==> src/rtl/survivor_mem_arbiter.sv <==
// -----------------------------------------------------------------------------
// survivor_mem_arbiter
//   Owns the single-port survivor-path RAM of the Viterbi decoder. The ACS
//   write stream and the traceback read engine share the port. ACS writes
//   always win. Traceback reads use request/grant with one read outstanding.
//
// Ports
//   Clock1, Reset        decoder ACS clock; asynchronous active-low reset
//   Active, Hold         decoder running; end-of-page strobe from CONTROL
//   ACSSegment, ACSPage  RAM location of the current ACS write
//   acs_wr_valid/_data   ACS survivor word and its qualifier
//   TB_EN                traceback enable; tb_rd_req is ignored while low
//   tb_rd_req/_page/_seg read request, held high until tb_rd_grant
//   tb_rd_grant          pulse: the read drives the RAM port this cycle
//   tb_rd_valid/_data    pulse when read data is captured; data held after
//   tb_ready             enough completed pages exist for traceback
//   tb_starve            sticky: a read was deferred for MAX_WAIT cycles
//   ram_cs/_we/_addr/_wdata/_rdata  RAM port (rdata one cycle after a read)
//   dbg_state_o          current read FSM state (0 idle, 1 rd, 2 wait)
//
// Handshake: tb_rd_req is a level held by traceback until tb_rd_grant pulses.
// The request is accepted (grant) only in IDLE, in a cycle with no ACS write
// and no conflict with the page under write. tb_rd_valid pulses two cycles
// after grant. No backpressure exists on the result side.
// -----------------------------------------------------------------------------
module survivor_mem_arbiter #(
  parameter int WD_FSM       = 6,
  parameter int WD_DEPTH     = 5,
  parameter int WD_DATA      = 8,
  parameter int TB_MIN_PAGES = 4,
  parameter int MAX_WAIT     = 255
) (
  input  logic                       Clock1,
  input  logic                       Reset,
  input  logic                       Active,
  input  logic                       Hold,
  input  logic [WD_FSM-1:0]          ACSSegment,
  input  logic [WD_DEPTH-1:0]        ACSPage,
  input  logic                       acs_wr_valid,
  input  logic [WD_DATA-1:0]         acs_wr_data,
  input  logic                       TB_EN,
  input  logic                       tb_rd_req,
  input  logic [WD_DEPTH-1:0]        tb_rd_page,
  input  logic [WD_FSM-1:0]          tb_rd_seg,
  output logic                       tb_rd_grant,
  output logic                       tb_rd_valid,
  output logic [WD_DATA-1:0]         tb_rd_data,
  output logic                       tb_ready,
  output logic                       tb_starve,
  output logic                       ram_cs,
  output logic                       ram_we,
  output logic [WD_DEPTH+WD_FSM-1:0] ram_addr,
  output logic [WD_DATA-1:0]         ram_wdata,
  input  logic [WD_DATA-1:0]         ram_rdata,
  output logic [1:0]                 dbg_state_o
);

  localparam int WD_ADDR = WD_DEPTH + WD_FSM;
  localparam logic [7:0]          WAIT_MAX_C  = 8'(MAX_WAIT);
  localparam logic [WD_DEPTH-1:0] PAGES_MAX_C = '1;
  localparam logic [WD_DEPTH-1:0] MIN_PAGES_C = WD_DEPTH'(TB_MIN_PAGES);

  typedef enum logic [1:0] {
    S_IDLE = 2'd0,
    S_RD   = 2'd1,  // read address is on the RAM port
    S_WAIT = 2'd2   // RAM returns data; captured at the end of this cycle
  } state_t;

  state_t state_q, state_d;

  logic                wr_now;
  logic                conflict;
  logic                rd_go;
  logic                deferred;

  logic                cs_q, cs_d;
  logic                we_q, we_d;
  logic [WD_ADDR-1:0]  addr_q, addr_d;
  logic [WD_DATA-1:0]  wdata_q, wdata_d;
  logic                grant_q, grant_d;
  logic                valid_q, valid_d;
  logic [WD_DATA-1:0]  rdata_q, rdata_d;
  logic [7:0]          wait_cnt_q, wait_cnt_d;
  logic                starve_q, starve_d;
  logic [WD_DEPTH-1:0] pages_q, pages_d;
  logic                ready_q, ready_d;

  // Arbitration decision for this cycle; takes effect on the port next cycle.
  assign wr_now   = Active & acs_wr_valid;
  assign conflict = Active & (tb_rd_page == ACSPage);
  assign rd_go    = (state_q == S_IDLE) & TB_EN & tb_rd_req & ~wr_now & ~conflict;
  assign deferred = (state_q == S_IDLE) & TB_EN & tb_rd_req & ~rd_go;

  // State register
  always_ff @(posedge Clock1 or negedge Reset) begin
    if (!Reset) state_q <= S_IDLE;
    else        state_q <= state_d;
  end

  // Next-state logic
  always_comb begin
    state_d = state_q;
    case (state_q)
      S_IDLE:  if (rd_go) state_d = S_RD;
      S_RD:    state_d = S_WAIT;
      S_WAIT:  state_d = S_IDLE;
      default: state_d = S_IDLE;
    endcase
  end

  // Output / datapath next values
  always_comb begin
    cs_d       = wr_now | rd_go;
    we_d       = wr_now;
    addr_d     = addr_q;
    wdata_d    = wdata_q;
    grant_d    = rd_go;
    valid_d    = (state_q == S_WAIT);
    rdata_d    = rdata_q;
    wait_cnt_d = wait_cnt_q;
    starve_d   = starve_q | (wait_cnt_q == WAIT_MAX_C);
    pages_d    = pages_q;
    ready_d    = (pages_q >= MIN_PAGES_C);

    if (wr_now) begin
      addr_d  = {ACSPage, ACSSegment};
      wdata_d = acs_wr_data;
    end else if (rd_go) begin
      addr_d  = {tb_rd_page, tb_rd_seg};
    end

    if (state_q == S_WAIT) rdata_d = ram_rdata;

    // Counter clears on grant or withdrawn request and saturates otherwise.
    if (!tb_rd_req || rd_go)                    wait_cnt_d = '0;
    else if (deferred && wait_cnt_q != WAIT_MAX_C) wait_cnt_d = wait_cnt_q + 8'd1;

    if (Active && Hold && pages_q != PAGES_MAX_C) pages_d = pages_q + WD_DEPTH'(1);
  end

  always_ff @(posedge Clock1 or negedge Reset) begin
    if (!Reset) begin
      cs_q       <= 1'b0;
      we_q       <= 1'b0;
      addr_q     <= '0;
      wdata_q    <= '0;
      grant_q    <= 1'b0;
      valid_q    <= 1'b0;
      rdata_q    <= '0;
      wait_cnt_q <= '0;
      starve_q   <= 1'b0;
      pages_q    <= '0;
      ready_q    <= 1'b0;
    end else begin
      cs_q       <= cs_d;
      we_q       <= we_d;
      addr_q     <= addr_d;
      wdata_q    <= wdata_d;
      grant_q    <= grant_d;
      valid_q    <= valid_d;
      rdata_q    <= rdata_d;
      wait_cnt_q <= wait_cnt_d;
      starve_q   <= starve_d;
      pages_q    <= pages_d;
      ready_q    <= ready_d;
    end
  end

  assign ram_cs      = cs_q;
  assign ram_we      = we_q;
  assign ram_addr    = addr_q;
  assign ram_wdata   = wdata_q;
  assign tb_rd_grant = grant_q;
  assign tb_rd_valid = valid_q;
  assign tb_rd_data  = rdata_q;
  assign tb_starve   = starve_q;
  assign tb_ready    = ready_q;
  assign dbg_state_o = state_q;

endmodule

==> config.mk <==
export PLATFORM = sky130hd
export DESIGN_NAME = survivor_mem_arbiter
export DESIGN_NICKNAME = d
export VERILOG_FILES = /design/src/rtl/survivor_mem_arbiter.sv
export SDC_FILE = /design/constraint.sdc
export NUM_CORES = 1
export LEC_CHECK = 0
export ABC_AREA = 1
export BUFFER_PORTS_ARGS = -buffer_cell sky130_fd_sc_hd__buf_2
export CAP_MARGIN = 20
export CORE_MARGIN = 5
export CORE_UTILIZATION = 45
export CTS_BUF_LIST = sky130_fd_sc_hd__clkbuf_8
export DETAILED_ROUTE_END_ITERATION = 7
export GPL_ROUTABILITY_DRIVEN = 0
export GPL_TIMING_DRIVEN = 0
export HOLD_SLACK_MARGIN = 0.02
export PLACE_DENSITY_LB_ADDON = 0.12
export SLEW_MARGIN = 20
export SYNTH_ARGS = -nofsm -noshare
export SYNTH_HDL_FRONTEND = slang
export SYNTH_SLANG_ARGS = --single-unit
==> constraint.sdc <==
create_clock -name Clock1 -period 1.7 [get_ports Clock1]
set_input_delay 0.255 -clock Clock1 [delete_from_list [all_inputs] [get_ports Clock1]]
set_output_delay 0.255 -clock Clock1 [all_outputs]
set_load 0.03 [all_outputs]
**Yosys cells after proc, flatten, opt, wreduce, memory -nomap -nowiden**

Index checks and enable logic that the tools add are counted.

- Register bits: 48
- Input bits: 45

- $add $sub $neg: 2
- $lt $le $gt $ge: 1
- Equality and inequality tests: 7
- Mux-type cells: 6
- Bitwise operators: 12
- Reductions and logical operators: 8

Operators with widths:

| cell | number |
|---|---|
| $mux 11 | 2 |
| $mux 8 | 2 |
| $add 8x1->8 const B | 1 |
| $eq 8x8->1 const B | 1 |
| $ne 8x8->1 const B | 1 |
| $and 1x1->1 | 7 |
| $add 5x1->5 const B | 1 |
| $eq 5x5->1 | 1 |
| $ge 5x3->1 const B | 1 |
| $ne 5x5->1 const B | 1 |
| $pmux 2 s2 | 1 |
| $reduce_bool 2->1 | 2 |
| $logic_and 1x1->1 | 3 |
| $not 1->1 | 3 |
| $eq 2x1->1 const B | 1 |
| $eq 2x2->1 const B | 1 |
| $logic_not 2->1 | 1 |
| $mux 2 | 1 |
| $ne 2x2->1 const B | 1 |
| $or 1x1->1 | 2 |
| $logic_not 1->1 | 1 |
| $logic_or 1x1->1 | 1 |

**Logic depth before layout (Yosys ltp)**

Gate-level depths: netlist of the first run.

- Depth in word-level cells: 10
- Depth in mapped cells: 10
- Depth with buffers taken out: 9

**Worst setup path after synthesis of the first run**

No wires, ideal clock.

- Kind: register to register
- From: reg pages_q[0]
- To: reg pages_q[3]
- Arrival time: 1437 ps
- Data required time: 1576 ps
- Setup slack: 139 ps
- Stages on the path, launching flop included: 8
- Path buffers: 0
- Period minus slack after synthesis: 1561 ps
- Path through: dfrtp_1 -> ha_1 -> nand2_1 -> nor2_1 -> ha_1 -> nor2_1 -> nand4_1 -> xor2_1

- Cells in the longest elaborated chain, start to end: 2

Ends and longest elaborated chain:

| element | RTL line | text |
|---|---|---|
| start: declaration | 85 | `logic [WD_DEPTH-1:0] pages_q, pages_d;` |
| start signal: assignment | 164 | `pages_q <= pages_d;` |
| branches (longest 2 deep; another with $add 5x1->5) | n/a |  |

Parallel ways; which one is timed is not known.
A chain may end at the register's enable or synchronous reset.

**Final worst setup path of the first run**

Same ends and word-level chain as after synthesis.

==> results of run 1 <==
## placed cells by master, fill, tap and decap left out, types with 3 or more instances in the layout
master    count
buf_2        79
clkbuf_1      3
clkbuf_8      7
dfrtp_1      48
ha_1          4
inv_1        27
nand2_1     128
nand2_2       3
nand3_1      17
nand4_1       6
nor2_1       18
o21ai_0       9
xor2_1        4
## routing by layer
layer | routed length, um | share of wire | up-vias | GRT usage
met3 | 263 | 0.052 | 5 | 0.0410
met4 | 63 | 0.013 | 0 | 0.0507
met5 | 0 | 0 | - | 0
li1 | - | - | 1043 | -
met1 | 2270 | 0.45 | 892 | 0.223
met2 | 2440 | 0.48 | 34 | 0.288
## critical path, delay by kind of cell, from the launching register on
family / cells / cell delay [ps]
flip-flops: 1 / 420
XOR/XNOR: 1 / 160
adder cells (fa/ha/maj): 2 / 440
AND/OR/NAND/NOR: 4 / 430
## state kept, by name, summed over array words and instances, names as in the netlist
signal       count
tb_rd_grant      1
ram_wdata        8
ram_cs           1
ram_addr        11
pages_q          5
dbg_state_o      2
tb_starve        1
tb_rd_data       8
tb_rd_valid      1
tb_ready         1
wait_cnt_q       8
ram_we           1
## worst min path at each step
stage | from | end | slack, ps | cells after the start
after floorplan | Reset | dbg_state_o[0] | -40 | 0
after global placement | tb_starve | tb_starve | 440 | 2
after detailed placement | tb_starve | tb_starve | 450 | 2
after CTS | ram_rdata[7] | tb_rd_data[7] | 140 | 3
after global routing | ram_rdata[5] | tb_rd_data[5] | 150 | 3
final | ram_rdata[7] | tb_rd_data[7] | 150 | 3
## power by group
part	switching, W	leakage, nW	internal [W]
combinational	0.000605	1.01	0.000279
clock	0.000364	0.0645	0.000519
sequential	0.000115	0.607	0.00134
## logic make-up after synthesis
logic type,after synthesis
flip-flops,48
adder cells (fa/ha/maj),4
AND/OR/NAND/NOR,179
AO/OA/AOI/OAI,13
XOR/XNOR,4
buffers and inverters,35
## stage by stage
step	setup slack (ps)	instances	total power (W)	util	setup TNS, ps
detailed placement	-47.9	429	0.00237	0.572	-47.9
global placement	-37.8	429	0.00235	0.572	-37.8
global route	34.0	438	0.00344	0.603	0
floorplan	139	283	0.00206	-	0
CTS	58.7	437	0.00326	0.599	0
finish	150	438	0.00322	0.603	0
## repair_timing
item                                    in CTS  in global routing
hold buffers                                 0                  1
hold endpoints to repair                     0                  4
pin swaps                                    0                  0
cloned                                       0                  0
resized for setup                            1                  1
endpoints found under the setup margin       1                  1
## area by class of cell
class	count	share of cell area
tap	67	0.0291
clock buffer	7	0.0334
clock inverter	1	0.0104
timing repair buffer	80	0.141
sequential	48	0.416
multi-input combinational	200	0.320
buffer	6	0.0121
inverter	29	0.0377
==> impl_results.rst, run 1 <==
.. list-table::
   :header-rows: 1

   * - Metric
     - Value
   * - Status
     - complete, no violations
   * - Cell-by-cell listing of the critical path
     - ha_1, nand2_1, nor2_1, ha_1, nor2_4, nand4_1, xor2_1
   * - Primary flip-flop cell chosen by synthesis mapping
     - dfrtp_1
   * - Largest family of logic cells by synthesized area
     - simple AND/OR/NAND/NOR gates
   * - Adder and majority cell fraction of the synthesized area
     - 0.0221
   * - Initial core utilization
     - 0.472
   * - Max incr delay on CP
     - 420 ps
   * - # H-tree levels
     - 2
   * - Post-synthesis sequential element count
     - 48
   * - Latest clock arrival within the worst-skew pair
     - 300 ps
   * - Number of slew-limit violations in the final report
     - 0
   * - Syn Nets
     - 332
   * - Layout overhead on the synthesized area
     - 27.7%
   * - Category of the most critical setup path
     - flip-flop to flip-flop
   * - Post-Synthesis Cell Area
     - 2260 um2
   * - FF+latch area
     - 1200 um2
   * - Transition time of the tightest slew-check pin
     - 604 ps
   * - Type of destination of the critical path
     - flip-flop
   * - Unrepaired setup endpoints after global routing
     - false
   * - Number of antenna violations at the first check in global routing
     - 0
   * - Synth Area in Simple Gates
     - 0.335
   * - Distinct cell type count after synthesis
     - 22
   * - Area of the multi-input gates
     - 922 um2
   * - Antenna diode count
     - 0
   * - Clock sink count
     - 48
   * - Destination of the critical timing path
     - pages_q[3]
   * - Min Hold Slack
     - 151 ps
   * - Main area contributors after synthesis
     - dfrtp_1 53%, nand2_1 21%, inv_1 4.5%, nand3_1 3.8%, nor2_1 3.2%
   * - Number of I/O pins
     - 80
   * - Row Count
     - 25
   * - Maximum clock frequency
     - 645 MHz
   * - Total global-route track usage
     - 0.173
   * - Launch point of the critical path
     - pages_q[0]
   * - First DRT Iteration DRCs
     - 50
   * - Count leader, synth
     - nand2_1
   * - Clock transition at the registers of the reported paths
     - 90 ps
   * - Maximum clock path buffer count
     - 2
   * - Chip height
     - 80.9 um
   * - Count of flip-flops with a built-in enable after synthesis
     - 0
   * - Maximum number of pins on one net before global-route repair
     - 49
   * - Die Area
     - 6540 um2
   * - Cell occurring most often along the worst timing path
     - ha_1
   * - Detailed-routing iteration count for the pre-antenna-repair pass
     - 4
   * - Power Density
     - 1120 nW/um2
   * - # fillers
     - 450
   * - Worst path slowest cell
     - dfrtp_1
   * - Peak fanout along the critical path
     - 7
   * - Total cell area at the placement stage
     - 2740 um2
   * - Min-delay worst type
     - input pin to flip-flop
   * - Multiplexer share of the synthesized area
     - 0
   * - Post-route cell area
     - 2890 um2
   * - DIE WIDTH
     - 80.9 um
   * - Post-synthesis cell type with the largest combined area
     - dfrtp_1
   * - Overflow left after global routing
     - 0
   * - Remaining number of nets flagged by the antenna check after routing
     - 0
   * - Floorplan core area
     - 4790 um2
   * - Vias in the first global route
     - 1937
   * - R2R Path Start
     - pages_q[0]
   * - Final WL
     - 5040 um
   * - Root buffer selected by CTS
     - clkbuf_8
   * - Number of vias per cell
     - 4.51
   * - Worst clock skew
     - 7.35 ps
   * - Startpoint kind of the worst setup timing path
     - flip-flop
   * - Post-detailed-route DRC marker count
     - 0
   * - Complex-gate fraction of the synthesized area
     - 0.0321
   * - Count of input and output buffers
     - 79
   * - Endpoint of the lowest-slack register-to-register path
     - pages_q[3]
   * - Count of endpoints failing hold in the final timing report
     - 0
   * - Wire length of the first global-routing pass
     - 8830 um
   * - CTS Buf Count
     - 5
   * - CP Data Required Time
     - 1880 ps
   * - Internal reg-to-reg setup slack
     - 150 ps
   * - Critical Path AT
     - 1730 ps
   * - Setup repair bufs after CTS
     - 0
   * - Lkg Pwr
     - 1.68 nW
   * - Tcrit/Tclk final
     - 0.912
   * - Fraction of registers with async set or reset after synthesis
     - 1.00
   * - Cell count after synthesis
     - 283
   * - Area share of xor/xnor cells in the synthesized design
     - 0.0155
   * - Maximum Capacitance Violations
     - 0
   * - HPWL after detailed placement
     - 3740 um
   * - Worst ir drop on vdd
     - 0.621 mV
   * - Area share of the largest cell type after synthesis
     - 0.532
   * - Fraction of final layout cells with drive strength greater than 1
     - 0.275
   * - Cells on worst reg2reg path
     - 7
   * - Minimum period implied by the final worst setup slack
     - 1550 ps
   * - Tightest slew margin relative to the limit
     - 0.597
   * - TritonCTS clock tree
     - yes
   * - Synth top cells by count
     - 128 x nand2_1, 48 x dfrtp_1, 27 x inv_1, 19 x nor2_1, 17 x nand3_1
   * - Final setup viols
     - 0
   * - Synthesized area per cell
     - 7.98 um2
   * - Total number of yosys warnings
     - 0
   * - Via count
     - 1974
   * - Sequential cell area fraction in the yosys report
     - 0.532
   * - Detailed-route wire length per cell
     - 11.5 um
   * - Final net count
     - 419
Note: power is estimated with default switching activity, not from simulation.
==> inputs of run 2 (changes only) <==
--- a/config.mk
+++ b/config.mk
@@ -15,6 +15,7 @@
 export GPL_ROUTABILITY_DRIVEN = 0
 export GPL_TIMING_DRIVEN = 0
 export HOLD_SLACK_MARGIN = 0.02
+export MAX_ROUTING_LAYER = met4
 export PLACE_DENSITY_LB_ADDON = 0.12
 export SLEW_MARGIN = 20
 export SYNTH_ARGS = -nofsm -noshare
==> impl_results.rst, run 2 (same netlist as run 1, synthesis figures left out) <==
.. list-table::
   :header-rows: 1

   * - Metric
     - Value
   * - Post-route cell area
     - 2890 um2 (unchanged)
   * - Switching part of the total power
     - 0.336 (about the same)
   * - Part of the total power dissipated in the clock network
     - 0.274 (about the same)
   * - Number of vias per cell
     - 4.52 (+0.25%)
   * - Initial core utilization
     - 0.472 (unchanged)
   * - Final net count
     - 419 (unchanged)
   * - HPWL after detailed placement
     - 3740 um (unchanged)
   * - Register share of total power
     - 0.452 (about the same)
   * - Count of input and output buffers
     - 79 (unchanged)
   * - # H-tree levels
     - 2 (unchanged)
   * - Post-detailed-route DRC marker count
     - 0 (unchanged)
   * - Most common cell after layout, fill and taps aside
     - nand2_1
   * - Lkg Pwr
     - 1.68 nW (unchanged)
   * - DIE WIDTH
     - 80.9 um (unchanged)
   * - Total Power Consumption
     - 0.00322 W (about the same)
   * - Final setup viols
     - 0 (unchanged)
   * - Worst ir drop on vdd
     - 0.621 mV (about the same)
   * - Layout Utilization
     - 0.603 (unchanged)
   * - Root buffer selected by CTS
     - clkbuf_8
   * - Via count
     - 1979 (+0.25%)
   * - Number of I/O pins
     - 80 (unchanged)
   * - Maximum clock path buffer count
     - 2 (unchanged)
   * - Remaining number of nets flagged by the antenna check after routing
     - 0 (unchanged)
   * - Startpoint kind of the worst setup timing path
     - flip-flop
   * - Tcrit/Tclk final
     - 0.913 (+0.00142)
   * - Status
     - complete, no violations
   * - Layout overhead on the synthesized area
     - 27.7% (unchanged)
   * - Setup repair bufs after CTS
     - 0 (unchanged)
   * - Clock sink count
     - 48 (unchanged)
   * - Detailed-routing iteration count for the pre-antenna-repair pass
     - 4 (unchanged)
   * - Max FFs per register
     - 11 (unchanged)
   * - Min-delay worst type
     - input pin to flip-flop
   * - Maximum Capacitance Violations
     - 0 (unchanged)
   * - Peak fanout along the critical path
     - 7 (unchanged)
   * - Vias in the first global route
     - 1935 (-0.10%)
   * - Highest-count cells in the layout ignoring fill and taps
     - 128 x nand2_1, 79 x buf_2, 48 x dfrtp_1
   * - Count of endpoints failing hold in the final timing report
     - 0 (unchanged)
   * - TritonCTS clock tree
     - yes
   * - Category of the most critical setup path
     - flip-flop to flip-flop
   * - Number of antenna violations at the first check in global routing
     - 0 (unchanged)
   * - Detailed-route wire length per cell
     - 11.5 um (about the same)
   * - Gate power share
     - 0.274 (about the same)
   * - Overflow left after global routing
     - 0 (unchanged)
   * - First DRT Iteration DRCs
     - 45 (-10%)
   * - Final WL
     - 5030 um (about the same)
   * - Floorplan core area
     - 4790 um2 (unchanged)
   * - Total global-route track usage
     - 0.178 (+0.00527)
   * - Critical Path AT
     - 1740 ps (about the same)
   * - Row Count
     - 25 (unchanged)
   * - Chip height
     - 80.9 um (unchanged)
   * - Number of slew-limit violations in the final report
     - 0 (unchanged)
   * - Tightest slew margin relative to the limit
     - 0.603 (+0.00540)
   * - Power Density
     - 1120 nW/um2 (about the same)
   * - Maximum clock frequency
     - 644 MHz (-0.16%)
   * - Unrepaired setup endpoints after global routing
     - false
   * - Switching pwr
     - 0.00108 W (about the same)
   * - Minimum period implied by the final worst setup slack
     - 1550 ps (+2.42 ps)
   * - Setup TNS Final
     - 0 ps (unchanged)
   * - Fraction of final layout cells with drive strength greater than 1
     - 0.275 (unchanged)
   * - CP Data Required Time
     - 1880 ps (about the same)
   * - Antenna diode count
     - 0 (unchanged)
   * - Cell-internal power
     - 0.00214 W (about the same)
   * - Wire length of the first global-routing pass
     - 8840 um (+0.15%)
   * - Die Area
     - 6540 um2 (unchanged)
   * - Total cell area at the placement stage
     - 2740 um2 (unchanged)
   * - CTS Buf Count
     - 5 (unchanged)
   * - Type of destination of the critical path
     - flip-flop
   * - Maximum number of pins on one net before global-route repair
     - 49 (unchanged)
   * - Latest clock arrival within the worst-skew pair
     - 300 ps (about the same)
   * - Worst clock skew
     - 6.20 ps (-1.16 ps)
   * - Transition time of the tightest slew-check pin
     - 596 ps (-8.09 ps)
   * - Clock transition at the registers of the reported paths
     - 90 ps (about the same)
   * - Min Hold Slack
     - 151 ps (+0.525 ps)
[run 2: path summary, 6_finish.rpt]
check                           slack (ps)            from             end  cells after the start
worst min register to register         460  dbg_state_o[1]  dbg_state_o[1]                      1
max in group asynchronous              790           Reset    ram_wdata[0]                      2
min in group asynchronous              510           Reset     ram_addr[1]                      2
worst max register to register         150      pages_q[0]      pages_q[3]                      7
worst max-delay path                   150      pages_q[0]      pages_q[3]                      7
worst min-delay path                   150    ram_rdata[7]   tb_rd_data[7]                      3
[run 2: power groups by stage]
| stage | logic, W | clock network (W) | registers, W |
|---|---|---|---|
| floorplan | 0.000306 | 0 | 0.00175 |
| global placement | 0.000878 | 0 | 0.00147 |
| detailed placement | 0.000889 | 0 | 0.00148 |
| CTS | 0.000894 | 0.000912 | 0.00146 |
| global route | 0.000994 | 0.000960 | 0.00148 |
| finish | 0.000884 | 0.000883 | 0.00146 |
[run 2: layer usage]
metal / GRT usage / up-vias / routed length, um
met2: 0.287 / 34 / 2400
met4: 0.0507 / 0 / 63
li1: - / 1045 / -
met1: 0.228 / 895 / 2350
met3: 0.0344 / 5 / 222
met5: - / - / 0
[run 2: cell type report]
class                           instances  area (um2)
Clock inverter                          1        30.0
Sequential cell                        48        1200
Clock buffer                            7        96.3
Buffer                                  6        35.0
Fill cell                             450        1900
Inverter                               29         109
Multi-Input combinational cell        200         922
Timing Repair Buffer                   80         408
Tap cell                               67        83.8
[run 2: repair_timing]
action	CTS	global route
hold buffers	0	1
endpoints found under the hold margin	0	4
setup endpoints to repair	1	1
gates resized for setup	1	1
[run 2: critical path, stage by stage (launching register included)]
cell	delay, ps
dfrtp_1	420
ha_1	240
nand2_1	70
nor2_1	40
ha_1	200
nor2_4	190
nand4_1	130
xor2_1	160
[run 2: stage by stage]
step / setup slack (ps) / std cells
floorplan: 139 / 283
global placement: -37.8 / 429
detailed placement: -47.9 / 429
CTS: 58.7 / 437
global route: 34.0 / 438
finish: 148 / 438
==> inputs of run 3 (changes only) <==
--- a/config.mk
+++ b/config.mk
@@ -8,7 +8,7 @@
 export ABC_AREA = 1
 export BUFFER_PORTS_ARGS = -buffer_cell sky130_fd_sc_hd__buf_2
 export CAP_MARGIN = 20
-export CORE_MARGIN = 5
+export CORE_MARGIN = 2
 export CORE_UTILIZATION = 45
 export CTS_BUF_LIST = sky130_fd_sc_hd__clkbuf_8
 export DETAILED_ROUTE_END_ITERATION = 7
==> impl_results.rst, run 3 (same netlist as run 1, synthesis figures left out) <==
.. list-table::
   :header-rows: 1

   * - Metric
     - Value
   * - Number of I/O pins
     - 80 (unchanged)
   * - Clock transition at the registers of the reported paths
     - 80 ps (about the same)
   * - Layout overhead on the synthesized area
     - 27.8% (about the same)
   * - HPWL after detailed placement
     - 3560 um (-4.8%)
   * - Clock sink count
     - 48 (unchanged)
   * - Overflow left after global routing
     - 0 (unchanged)
   * - Startpoint kind of the worst setup timing path
     - flip-flop
   * - Category of the most critical setup path
     - flip-flop to flip-flop
   * - Highest-count cells in the layout ignoring fill and taps
     - 128 x nand2_1, 79 x buf_2, 48 x dfrtp_1
   * - Latest clock arrival within the worst-skew pair
     - 290 ps (about the same)
   * - Number of slew-limit violations in the final report
     - 0 (unchanged)
   * - Min-delay worst type
     - input pin to flip-flop
   * - Worst ir drop on vdd
     - 0.587 mV (-5.5%)
   * - Power Density
     - 1130 nW/um2 (+1.3%)
   * - Maximum number of pins on one net before global-route repair
     - 49 (unchanged)
   * - Layout Utilization
     - 0.603 (about the same)
   * - Final net count
     - 419 (unchanged)
   * - Final WL
     - 4780 um (-5.0%)
   * - Row Count
     - 25 (unchanged)
   * - Maximum clock path buffer count
     - 2 (unchanged)
   * - Detailed-routing iteration count for the pre-antenna-repair pass
     - 4 (unchanged)
   * - Die Area
     - 5600 um2 (-14%)
   * - Hold-critical path depth
     - 3 (unchanged)
   * - Count of input and output buffers
     - 79 (unchanged)
   * - # H-tree levels
     - 2 (unchanged)
   * - Via count
     - 1997 (+0.91%)
   * - TritonCTS clock tree
     - yes
   * - Root buffer selected by CTS
     - clkbuf_8
   * - Post-detailed-route DRC marker count
     - 0 (unchanged)
   * - Transition time of the tightest slew-check pin
     - 586 ps (-9.83 ps)
   * - Vias in the first global route
     - 2002 (+3.5%)
   * - Count of endpoints failing hold in the final timing report
     - 0 (unchanged)
   * - Worst clock skew
     - 4.64 ps (-1.56 ps)
   * - Chip height
     - 74.9 um (-7.4%)
   * - Max FFs per register
     - 11 (unchanged)
   * - Total Power Consumption
     - 0.00327 W (+1.4%)
   * - Number of vias per cell
     - 4.57 (+1.1%)
   * - Status
     - complete, no violations
   * - CP Data Required Time
     - 1880 ps (about the same)
   * - Wire length of the first global-routing pass
     - 8200 um (-7.2%)
   * - Maximum clock frequency
     - 646 MHz (+0.32%)
   * - Tightest slew margin relative to the limit
     - 0.609 (+0.00655)
   * - Non-Filler Instances
     - 437 (-0.23%)
   * - Maximum Capacitance Violations
     - 0 (unchanged)
   * - Lkg Pwr
     - 1.68 nW (about the same)
   * - Min Hold Slack
     - 148 ps (-3.12 ps)
   * - Floorplan core area
     - 4790 um2 (unchanged)
   * - Peak fanout along the critical path
     - 7 (unchanged)
   * - Most common cell after layout, fill and taps aside
     - nand2_1
   * - Final setup viols
     - 0 (unchanged)
   * - Critical Path AT
     - 1730 ps (about the same)
   * - Unrepaired setup endpoints after global routing
     - false
   * - Number of antenna violations at the first check in global routing
     - 0 (unchanged)
   * - Antenna diode count
     - 0 (unchanged)
   * - Number of cells in the design after placement
     - 429 (unchanged)
   * - Remaining number of nets flagged by the antenna check after routing
     - 0 (unchanged)
   * - Tcrit/Tclk final
     - 0.910 (-0.00292)
   * - Minimum period implied by the final worst setup slack
     - 1550 ps (-4.97 ps)
   * - Fraction of final layout cells with drive strength greater than 1
     - 0.273 (-0.00196)
   * - Type of destination of the critical path
     - flip-flop
   * - Cells on worst reg2reg path
     - 7 (unchanged)
   * - Setup repair bufs after CTS
     - 0 (unchanged)
   * - Total global-route track usage
     - 0.197 (+0.0196)
   * - First DRT Iteration DRCs
     - 50 (+11%)
   * - CTS Buf Count
     - 5 (unchanged)
   * - Detailed-route wire length per cell
     - 10.9 um (-4.8%)
   * - Initial core utilization
     - 0.472 (unchanged)
   * - DIE WIDTH
     - 74.9 um (-7.4%)
## run 3: cell count changes in the layout (fill, tap and decap cells not counted)
cell | before | now
bufinv_16 | 1 | 2
clkbuf_8 | 7 | 5
## run 3: area by class of cell
type / instances / area, um2
Inverter: 29 / 109
Multi-Input combinational cell: 200 / 922
Timing Repair Buffer: 80 / 408
Clock inverter: 2 / 60.1
Clock buffer: 5 / 68.8
Fill cell: 472 / 1900
Buffer: 6 / 35.0
Tap cell: 67 / 83.8
Sequential cell: 48 / 1200
## run 3: report_power, final
group / internal, W / switching, W
Clock: 0.000578 / 0.000357
Combinational: 0.000280 / 0.000605
Sequential: 0.00134 / 0.000107
## run 3: worst paths after layout
path                            slack (ps)            from        endpoint
worst min register to register         450  dbg_state_o[1]  dbg_state_o[1]
worst max register to register         150      pages_q[0]      pages_q[3]
max in group asynchronous              800           Reset    ram_wdata[7]
worst max-delay path                   150      pages_q[0]      pages_q[3]
worst min-delay path                   150  acs_wr_data[5]    ram_wdata[5]
min in group asynchronous              490           Reset     ram_addr[1]
## run 3: repair_timing
item,in CTS,in global routing
gates cloned,0,0
endpoints found under the hold margin,0,48
endpoints found under the setup margin,1,1
resized for setup,1,1
hold buffers,0,1
## run 3: critical path: stages (launching register included)
cell and delay [ps]:
dfrtp_1 420, ha_1 230, nand2_1 70, nor2_1 40, ha_1 210, nor2_4 180, nand4_1 120, xor2_1 150
## run 3: metal layers
layer,vias to the layer above,track usage,share of wire
met1,912,0.236,0.44
met4,0,0.0635,0.016
li1,1037,-,-
met2,42,0.329,0.49
met5,-,-,0
met3,6,0.0469,0.049
## run 3: stage by stage
step / worst slack, ps / cell area (um2) / TNS (ps)
3_5_place_dp: -49.5 / 2740 / -49.5
6_report: 153 / 2890 / 0
3_3_place_gp: -27.2 / 2740 / -27.2
4_1_cts: 62.1 / 2870 / 0
2_1_floorplan: 139 / 2260 / 0
5_1_grt: 19.0 / 2890 / 0
